<file path="src/rtl/multiplier_arbiter_module.sv">
// -----------------------------------------------------------------------------
// multiplier_arbiter_module
//
// Purpose:
//   Shares one signed 8x8 multiplier among NUM_REQ requesters using a
//   round-robin arbiter. Each requester uses the same start/done level
//   handshake the multiplier uses. The arbiter latches the granted
//   requester's operands, sequences the multiplier and returns the 16-bit
//   product together with a one-cycle done pulse to the served requester.
//
// Optional feature:
//   Define MULT_ARB_TIMEOUT_EN to enable the RUN-state watchdog. When it is
//   enabled, a stuck multiplier is abandoned after TIMEOUT_CYCLES cycles in
//   RUN. The requester then receives a done pulse with a zero product, and
//   timeout_err is set and stays set until reset. When the macro is
//   undefined, RUN waits indefinitely and timeout_err is tied low.
//
// Parameters:
//   NUM_REQ          number of requesters (2..8)
//   ID_W             grant index width, equal to clog2(NUM_REQ)
//   TIMEOUT_CYCLES   RUN-state cycle limit (used with MULT_ARB_TIMEOUT_EN)
//
// Ports:
//   clk               in   rising-edge system clock
//   rst_n             in   asynchronous active-low reset
//   req_start_sig     in   per-requester request level, held until own done
//   req_multiplicand  in   packed signed operands, slice i = [8i+7:8i]
//   req_multiplier    in   packed signed operands, slice i = [8i+7:8i]
//   req_done_sig      out  one-cycle done pulse to the served requester
//   req_product       out  signed product, valid while req_done_sig is high
//   busy              out  high from grant through the RELEASE cycle
//   grant_id          out  index of the current or last served requester
//   timeout_err       out  sticky timeout flag
//   mult_start_sig    out  start level to the multiplier
//   mult_multiplicand out  operand to the multiplier, stable while started
//   mult_multiplier   out  operand to the multiplier, stable while started
//   mult_done_sig     in   done level from the multiplier
//   mult_product      in   product from the multiplier, sampled on done
// -----------------------------------------------------------------------------
module multiplier_arbiter_module #(
    parameter int NUM_REQ        = 4,
    parameter int ID_W           = 2,
    parameter int TIMEOUT_CYCLES = 255
) (
    input  logic                   clk,
    input  logic                   rst_n,
    input  logic [NUM_REQ-1:0]     req_start_sig,
    input  logic [NUM_REQ*8-1:0]   req_multiplicand,
    input  logic [NUM_REQ*8-1:0]   req_multiplier,
    output logic [NUM_REQ-1:0]     req_done_sig,
    output logic [15:0]            req_product,
    output logic                   busy,
    output logic [ID_W-1:0]        grant_id,
    output logic                   timeout_err,
    output logic                   mult_start_sig,
    output logic [7:0]             mult_multiplicand,
    output logic [7:0]             mult_multiplier,
    input  logic                   mult_done_sig,
    input  logic [15:0]            mult_product
);

    // Reject parameter sets the arbiter cannot represent at elaboration time,
    // so that a wrong ID_W cannot silently alias requesters.
    generate
        if (NUM_REQ < 2 || NUM_REQ > 8 || ID_W != $clog2(NUM_REQ) ||
            TIMEOUT_CYCLES < 1) begin : g_bad_params
            $error("multiplier_arbiter_module: unsupported parameter set");
        end
    endgenerate

    localparam logic [ID_W:0]   NUM_REQ_W = (ID_W+1)'(NUM_REQ);
    localparam logic [ID_W-1:0] LAST_IDX  = ID_W'(NUM_REQ - 1);

    typedef enum logic [1:0] {
        ST_IDLE    = 2'd0,
        ST_RUN     = 2'd1,
        ST_RELEASE = 2'd2
    } state_t;

    state_t                 state_q, state_d;
    logic [ID_W-1:0]        ptr_q, ptr_d;
    logic [ID_W-1:0]        grant_id_q, grant_id_d;
    logic                   busy_q, busy_d;
    logic                   mult_start_q, mult_start_d;
    logic [7:0]             mult_mcand_q, mult_mcand_d;
    logic [7:0]             mult_mplier_q, mult_mplier_d;
    logic [NUM_REQ-1:0]     req_done_q, req_done_d;
    logic [15:0]            req_product_q, req_product_d;

    logic [2*NUM_REQ-1:0]   req_dbl;
    logic [NUM_REQ-1:0]     req_rot;
    logic                   win_found;
    logic [ID_W-1:0]        win_off;
    logic [ID_W:0]          idx_sum;
    logic [ID_W-1:0]        win_idx;
    logic [NUM_REQ-1:0]     grant_onehot;

`ifdef MULT_ARB_TIMEOUT_EN
    // Counter is at least 8 bits wide and wide enough to hold the limit.
    localparam int CNT_W = ($clog2(TIMEOUT_CYCLES + 1) > 8) ?
                           $clog2(TIMEOUT_CYCLES + 1) : 8;
    localparam logic [CNT_W-1:0] TO_LAST = CNT_W'(TIMEOUT_CYCLES - 1);

    logic [CNT_W-1:0]       to_cnt_q, to_cnt_d;
    logic                   timeout_err_q, timeout_err_d;
`endif

    // Round-robin winner search. The request vector is duplicated and
    // rotated right by the pointer, so bit k of req_rot is requester
    // (ptr + k) mod NUM_REQ. The lowest set bit of req_rot is the winner,
    // which gives priority starting at the pointer and wrapping upward.
    // The loop runs downward so that the lowest offset is written last.
    always_comb begin
        req_dbl   = {req_start_sig, req_start_sig};
        req_rot   = NUM_REQ'(req_dbl >> ptr_q);
        win_found = 1'b0;
        win_off   = '0;
        for (int k = NUM_REQ - 1; k >= 0; k--) begin
            if (req_rot[k]) begin
                win_found = 1'b1;
                win_off   = ID_W'(k);
            end
        end
        idx_sum = {1'b0, ptr_q} + {1'b0, win_off};
        if (idx_sum >= NUM_REQ_W) begin
            idx_sum = idx_sum - NUM_REQ_W;
        end
        win_idx = ID_W'(idx_sum);
    end

    // One-hot form of the current grant, used to steer the done pulse.
    always_comb begin
        grant_onehot = NUM_REQ'(1) << grant_id_q;
    end

    // Next-state and datapath logic for the IDLE -> RUN -> RELEASE loop.
    // Every register holds its value by default. The done pulse defaults
    // to low, so it stays high only for the single RELEASE cycle.
    always_comb begin
        state_d       = state_q;
        ptr_d         = ptr_q;
        grant_id_d    = grant_id_q;
        busy_d        = busy_q;
        mult_start_d  = mult_start_q;
        mult_mcand_d  = mult_mcand_q;
        mult_mplier_d = mult_mplier_q;
        req_done_d    = '0;
        req_product_d = req_product_q;
`ifdef MULT_ARB_TIMEOUT_EN
        to_cnt_d      = to_cnt_q;
        timeout_err_d = timeout_err_q;
`endif

        case (state_q)
            ST_IDLE: begin
                busy_d = 1'b0;
                if (win_found) begin
                    // Grant and start the multiplier on the same edge. The
                    // operands are frozen here and later requester changes
                    // do not reach the multiplier.
                    grant_id_d    = win_idx;
                    busy_d        = 1'b1;
                    mult_start_d  = 1'b1;
                    mult_mcand_d  = req_multiplicand[{win_idx, 3'b000} +: 8];
                    mult_mplier_d = req_multiplier[{win_idx, 3'b000} +: 8];
                    ptr_d         = (win_idx == LAST_IDX) ? '0 : win_idx + ID_W'(1);
                    state_d       = ST_RUN;
`ifdef MULT_ARB_TIMEOUT_EN
                    to_cnt_d      = '0;
`endif
                end
            end

            ST_RUN: begin
                if (mult_done_sig) begin
                    req_product_d = mult_product;
                    req_done_d    = grant_onehot;
                    mult_start_d  = 1'b0;
                    state_d       = ST_RELEASE;
                end
`ifdef MULT_ARB_TIMEOUT_EN
                else if (to_cnt_q == TO_LAST) begin
                    // This is the TIMEOUT_CYCLES-th RUN edge without a done.
                    // Abandon the operation and report a zero product.
                    req_product_d = 16'h0000;
                    req_done_d    = grant_onehot;
                    mult_start_d  = 1'b0;
                    timeout_err_d = 1'b1;
                    state_d       = ST_RELEASE;
                end else begin
                    to_cnt_d      = to_cnt_q + CNT_W'(1);
                end
`endif
            end

            ST_RELEASE: begin
                // The multiplier sees start low for this cycle and returns
                // to idle. The requester drops its request at this edge.
                mult_start_d = 1'b0;
                busy_d       = 1'b0;
                state_d      = ST_IDLE;
            end

            default: begin
                mult_start_d = 1'b0;
                busy_d       = 1'b0;
                state_d      = ST_IDLE;
            end
        endcase
    end

    // State and datapath registers. Reset is asynchronous, so that a reset
    // during RUN drops mult_start_sig at once and discards the operation.
    always_ff @(posedge clk or negedge rst_n) begin
        if (!rst_n) begin
            state_q       <= ST_IDLE;
            ptr_q         <= '0;
            grant_id_q    <= '0;
            busy_q        <= 1'b0;
            mult_start_q  <= 1'b0;
            mult_mcand_q  <= '0;
            mult_mplier_q <= '0;
            req_done_q    <= '0;
            req_product_q <= '0;
        end else begin
            state_q       <= state_d;
            ptr_q         <= ptr_d;
            grant_id_q    <= grant_id_d;
            busy_q        <= busy_d;
            mult_start_q  <= mult_start_d;
            mult_mcand_q  <= mult_mcand_d;
            mult_mplier_q <= mult_mplier_d;
            req_done_q    <= req_done_d;
            req_product_q <= req_product_d;
        end
    end

`ifdef MULT_ARB_TIMEOUT_EN
    // Watchdog counter and sticky error flag. Only a reset clears the flag.
    always_ff @(posedge clk or negedge rst_n) begin
        if (!rst_n) begin
            to_cnt_q      <= '0;
            timeout_err_q <= 1'b0;
        end else begin
            to_cnt_q      <= to_cnt_d;
            timeout_err_q <= timeout_err_d;
        end
    end

    assign timeout_err = timeout_err_q;
`else
    assign timeout_err = 1'b0;
`endif

    // All outputs come straight from registers.
    assign req_done_sig      = req_done_q;
    assign req_product       = req_product_q;
    assign busy              = busy_q;
    assign grant_id          = grant_id_q;
    assign mult_start_sig    = mult_start_q;
    assign mult_multiplicand = mult_mcand_q;
    assign mult_multiplier   = mult_mplier_q;

endmodule
</file>
<file path="config.mk">
export PLATFORM = sky130hd
export DESIGN_NAME = multiplier_arbiter_module
export DESIGN_NICKNAME = d
export VERILOG_FILES = /design/src/rtl/multiplier_arbiter_module.sv
export SDC_FILE = /design/constraint.sdc
export NUM_CORES = 1
export LEC_CHECK = 0
export CAP_MARGIN = 20
export CORE_MARGIN = 2
export CORE_UTILIZATION = 44
export DETAILED_ROUTE_END_ITERATION = 16
export HOLD_SLACK_MARGIN = 0.12
export PLACE_DENSITY = 0.81
export SLEW_MARGIN = 20
export SYNTH_ARGS = -nofsm -noshare
export SYNTH_HDL_FRONTEND = slang
export SYNTH_SLANG_ARGS = --single-unit
</file>
<file path="constraint.sdc">
create_clock -name clk -period 3.8 [get_ports clk]
set_input_delay 1.14 -clock clk [delete_from_list [all_inputs] [get_ports clk]]
set_output_delay 1.14 -clock clk [all_outputs]
set_load 0.05 [all_outputs]
</file>
======== Word-level counts from Yosys, hierarchy flattened ========
Index checks and enable logic that the tools add are counted.
operators by class
  shift-type cells ........................ 4
  mux-type cells .......................... 20
  order comparisons ....................... 1
  add/sub/neg operators ................... 3
  equality and inequality tests ........... 4
  div/mod/pow operators ................... 0
  reduce and logical (&&, ||, !) cells .... 4
  multiply operators ...................... 0
  bitwise logic cells ..................... 0
operator list
  kind                 count
  $shiftx 32x6->8      2
  $mux 2               8
  $mux 4               2
  $shr 8x2->4          1
  $mux 1               7
  $reduce_and 2->1     3
  $ne 2x2->1 const B   2
  $pmux 1 s2           2
  $pmux 2 s2           1
  $shl 1x2->4 const A  1
  $add 2x2->3          1
  $ge 3x3->1 const B   1
  $add 2x1->2 const B  1
  $eq 2x1->1 const B   1
  $eq 2x2->1 const B   1
  $logic_not 2->1      1
  $sub 2x1->2 const B  1
word-level totals
  latch bits .............................. 0
  output and inout port bits .............. 41
  word-level logic and storage cells ...... 45
  bits in writable memories ............... 0
  bits in read-only memories .............. 0
  register bits after elaboration ......... 44
  bits of input ports ..................... 87
  memories ................................ 0

======== Logic depth before layout (Yosys ltp) ========
Gate-level depths: netlist (run 1).
  depth after elaboration ................. 10
  depth in mapped cells ................... 14
  mapped depth without buffers ............ 11

======== Worst setup path after synthesis (run 1) ========
Ideal clock, no wire load.
  path type ............................... input port to flip-flop
  start ................................... input port req_start_sig[3]
  end ..................................... register mult_mcand_q[5] (netlist: mult_multiplicand[5])
  stages on the path ...................... 12
  buffers on the path ..................... 2
  slack ................................... 392 ps
  arrival time ............................ 3284 ps
  data required time ...................... 3676 ps
  library setup time ...................... 124 ps
  cells stage by stage .................... inv_1 > nand3_1 > o311ai_0 > o21ai_0 > o221ai_1 > ha_1 > buf_2 > clkbuf_1 > mux2_2 > a22oi_1 > a31oi_1 > a211o_1
on the way
  longest elaborated chain between the ends .. 9
  elaborated cells on any way between the ends .. 15
  classes of those cells .................. 2 x add/sub; 1 x order compare; 2 x shift; 9 x mux; 1 x reduce/logical
RTL lines
  item                                       RTL line  RTL
  start, declared                            47        input logic [NUM_REQ-1:0] req_start_sig,
  $shr 8x2->4 *                              115       req_rot = NUM_REQ'(req_dbl >> ptr_q);
  $mux 2 (3 in a row)                        119       if (req_rot[k]) begin
  $mux 2 *                                   119
  $add 2x2->3 *                              124       idx_sum = {1'b0, ptr_q} + {1'b0, win_off};
  $ge 3x3->1 or $sub 2x1->2 (tied branches)  125, 126
  $mux 2 *                                   125       if (idx_sum >= NUM_REQ_W) begin
  net idx_sum[0]                             94        logic [ID_W:0] idx_sum;
  $shiftx 32x6->8 *                          164       mult_mcand_d = req_multiplicand[{win_idx, 3'b000} +: 8];
  end signal, assigned                       231       mult_mcand_q <= mult_mcand_d;
  end, declared                              85        logic [7:0] mult_mcand_q, mult_mcand_d;
Mark *: on every way through the listed nets, which the timed path passes. The rest lies on a longest branch.
A chain may end at the register's enable or synchronous reset.

======== Final worst setup path (run 1) ========
  start ................................... input port req_start_sig[0]
  end ..................................... register mult_mplier_q[3] (netlist: mult_multiplier[3])
on the way
  longest elaborated chain between the ends .. 9
  elaborated cells on any way between the ends .. 15
  classes of those cells .................. 2 x add/sub; 1 x order compare; 2 x shift; 9 x mux; 1 x reduce/logical
RTL lines
  item                                       RTL line  RTL
  $shr 8x2->4 *                              115
  $mux 2 (3 in a row)                        119
  $mux 2 *                                   119
  $add 2x2->3 *                              124
  $ge 3x3->1 or $sub 2x1->2 (tied branches)  125, 126
  $mux 2 *                                   125
  net idx_sum[0]                             94
  $shiftx 32x6->8 *                          165       mult_mplier_d = req_multiplier[{win_idx, 3'b000} +: 8];
  end signal, assigned                       232       mult_mplier_q <= mult_mplier_d;
  end, declared                              86        logic [7:0] mult_mplier_q, mult_mplier_d;
Marks and branches as above.

==> out/summary.txt, run 1 <==
Portion of synthesized cell area occupied by the leading cell type -> 33.9%
Worst-case vdd ir drop -> 511 uV
Core area -> 0.00687 mm2
Total cell area at the placement stage -> 0.00453 mm2
Maximum number of pins on one net before global-route repair -> 49
Post-DP HPWL -> 6650 um
Tightest slew margin relative to the limit -> 45.4%
Count of final setup violators -> 0
Endpoint arrival time on the critical path -> 3680 ps
Setup crit start kind -> input port
Worst slack, placed -> -6.70 ps
Placer Congestion -> 0.852
Biggest area consumer among synthesized cells -> sky130_fd_sc_hd__dfrtp_1
Final Slew Violations -> 0
RSZ-0062 raised after global routing -> no
Initial Utilization -> 46.2%
Share of final-layout standard cells stronger than drive strength 1 -> 10.7%
Worst clock skew -> 7.21 ps
Post-CTS setup buffers -> 0
Synthesized cell area -> 0.00317 mm2
Number of global-route vias before repair -> 3189
Total global-route track usage -> 23.7%
Max frequency -> 286 MHz
Status -> finished, final reports clean
Count of antenna-violating nets left after detailed routing -> 0
Placed cell count -> 556
Final-stage net count -> 555
IO Count -> 128
Number of flops mapped to enable cells by yosys -> 0
Share of synthesized area occupied by flip-flops and latches -> 33.9%
Post-synthesis net count -> 439
Post-route worst setup slack -> 309 ps
Number of antenna violations at the first check in global routing -> 0
Antenna diode instance count -> 0
Worst min path class -> flop to flop
Die outline height -> 88.9 um
Port-buffer cells -> 126
Final worst hold slack -> 479 ps
Placement row count -> 30
Fill cells -> 540
CTS Buf Count -> 5
Average detailed-routed wire length per instance -> 16.7 um
Leakage power figure -> 0.00198 uW
Clock tree from TritonCTS -> done
Kind of capture point of the worst setup path -> flop
Main area contributors after synthesis -> sky130_fd_sc_hd__dfrtp_1, sky130_fd_sc_hd__mux2i_1, sky130_fd_sc_hd__nand2_1
Distinct cells, synth -> 49
Clock latency on the worst-skew pair -> 300 ps
Buffers from clock root to sink, at most -> 2
Syn-to-layout area delta -> 46.8%
Number of levels the H-tree was split into -> 2
Minimum clock period after layout -> 3490 ps
Clock Root Buffer -> sky130_fd_sc_hd__clkbuf_8
Synthesized instance count -> 351
Die X-Extent -> 88.9 um
CTS-repair resized insts -> 0
DR pass1 iterations -> 4
Highest fanout seen on the critical path -> 23
Aggregate negative setup slack -> 0 ps
Die area -> 0.00790 mm2
Most frequently used flop master after synthesis -> sky130_fd_sc_hd__dfrtp_1
Critical path start-end classification -> input port to flop
Slew @ Worst Pin -> 820 ps
Global route total overflow -> 0
Final design area excluding fillers -> 0.00465 mm2
Share of flip-flops with an asynchronous set or reset -> 100%
Max_cap viols -> 0
Number of storage elements in the synthesis netlist -> 43
Clock net sink count -> 43
Clock transition at the registers of the reported paths -> 90 ps
Critical Path RT -> 3990 ps
Share of the clock period used by the worst path -> 91.9%
Number of buffers inserted by hold repair at cts -> 0
Area of the multi-input gates -> 0.00188 mm2
Number of warnings issued by yosys -> 0
Mean number of vias per cell -> 5.76
Power density over cell area -> 901 mW/mm2
Final Hold Viols -> 0
Fin cells -> 564
DRC violations left -> 0
Count of routing violations after the opening detailed-route iteration -> 210
Register Area -> 0.00108 mm2
Detailed-route via count -> 3251
Wire length after detailed routing -> 9400 um
Post-Synthesis Mean Instance Area -> 9.03 um2
First-pass GRT wire length -> 14900 um
[cell families (layout without fill, tap and decap cells)]
family / count (synthesis) / after routing / share of synthesized area (%)
AND/OR/NAND/NOR: 129 / 129 / 18.7
AO/OA/AOI/OAI: 88 / 88 / 21.9
multiplexers: 48 / 48 / 16.4
flip-flops: 43 / 43 / 33.9
buffers and inverters: 38 / 155 / 6.75
XOR/XNOR: 3 / 3 / 1.74
adder cells (fa/ha/maj): 1 / 1 / 0.395
other: 1 / 1 / 0.118
[state kept, by name (all words and copies together), names as in the netlist]
name / flops
busy: 1
grant_id: 2
mult_multiplicand: 8
mult_multiplier: 8
ptr_q: 2
req_done_sig: 4
req_product: 16
state_q: 2
[stage by stage]
stage | power (uW) | util [%]
final | 4190 | 67.7
after global routing | 4440 | 67.7
after CTS | 4200 | 67.7
after detailed placement | 3800 | 65.9
after global placement | 3730 | 65.9
after floorplan | 2920 | -
[per-layer routing]
layer	vias to the layer above	GRT usage, %	wire length (um)
li1	1538	-	-
met1	1533	29.3	3820
met2	164	39.1	4410
met3	16	7.46	1040
met4	0	8.13	136
met5	-	0	0
[report_power, final]
part / switching, uW / internal (uW)
Clock: 172 / 217
Combinational: 1740 / 1300
Sequential: 123 / 640
Total: 2030 / 2160
[synthesized netlist by cell type, drive strengths merged, types with 2 or more instances]
master,instances
nor3,3
nand2,62
nand3,16
a211o,14
and2,3
dfrtp,43
o2bb2ai,14
inv,3
or2,3
mux2,16
or3,14
buf,16
a31oi,14
nor3b,2
nor2,20
a22oi,14
a2111oi,15
clkbuf,18
a21oi,4
o21ai,4
mux2i,31
[final cells by class]
type | instances | area share, %
multi-input combinational | 270 | 40.5
timing repair buffer | 143 | 30.9
clock inverter | 2 | 0.834
inverter | 4 | 0.323
tap | 96 | 2.58
clock buffer | 6 | 1.77
sequential | 43 | 23.1
[critical path: stages]
cell and delay [ps]:
sky130_fd_sc_hd__clkdlybuf4s50_1 500, sky130_fd_sc_hd__nand2b_1 120, sky130_fd_sc_hd__o22ai_1 70, sky130_fd_sc_hd__o21ai_0 150, sky130_fd_sc_hd__o221ai_1 140, sky130_fd_sc_hd__ha_2 430, sky130_fd_sc_hd__buf_12 200, sky130_fd_sc_hd__mux2_2 370
sky130_fd_sc_hd__a22oi_1 200, sky130_fd_sc_hd__a31oi_1 120, sky130_fd_sc_hd__a211o_1 230
[cells in the final DEF, fill, tap and decap left out, types with 2 or more instances in the layout]
cell type,instances
sky130_fd_sc_hd__o21ai_0,4
sky130_fd_sc_hd__a211o_1,14
sky130_fd_sc_hd__a2111oi_0,12
sky130_fd_sc_hd__nand2_1,62
sky130_fd_sc_hd__a2111oi_1,3
sky130_fd_sc_hd__dfrtp_1,43
sky130_fd_sc_hd__buf_4,14
sky130_fd_sc_hd__clkdlybuf4s50_1,125
sky130_fd_sc_hd__nor3b_1,2
sky130_fd_sc_hd__a31oi_1,14
sky130_fd_sc_hd__or3_1,14
sky130_fd_sc_hd__buf_12,4
sky130_fd_sc_hd__mux2_2,15
sky130_fd_sc_hd__mux2i_1,31
sky130_fd_sc_hd__nand3_1,16
sky130_fd_sc_hd__nor3_1,3
sky130_fd_sc_hd__inv_1,3
sky130_fd_sc_hd__o2bb2ai_1,14
sky130_fd_sc_hd__nor2_1,20
sky130_fd_sc_hd__a21oi_1,3
sky130_fd_sc_hd__a22oi_1,14
sky130_fd_sc_hd__clkbuf_8,6
sky130_fd_sc_hd__or2_2,3
[worst paths after layout]
check	from	endpoint	slack, ps	depth (start not counted)
min in group asynchronous	rst_n	mult_multiplicand[0]	830	1
hold / removal	req_product[4]	req_product[4]	480	2
max in group asynchronous	rst_n	req_product[0]	2570	1
setup reg to reg	ptr_q[0]	mult_multiplier[3]	1120	10
setup / recovery	req_start_sig[0]	mult_multiplier[3]	310	11
hold reg to reg	req_product[4]	req_product[4]	480	2
(Power assumes the default switching activity.)
==> inputs of run 2 (changes only) <==
SKIP_CTS_REPAIR_TIMING = 1   (was default)
==> results of run 2 <==
The final DEF is identical to that of run 1; final timing and power are the same.
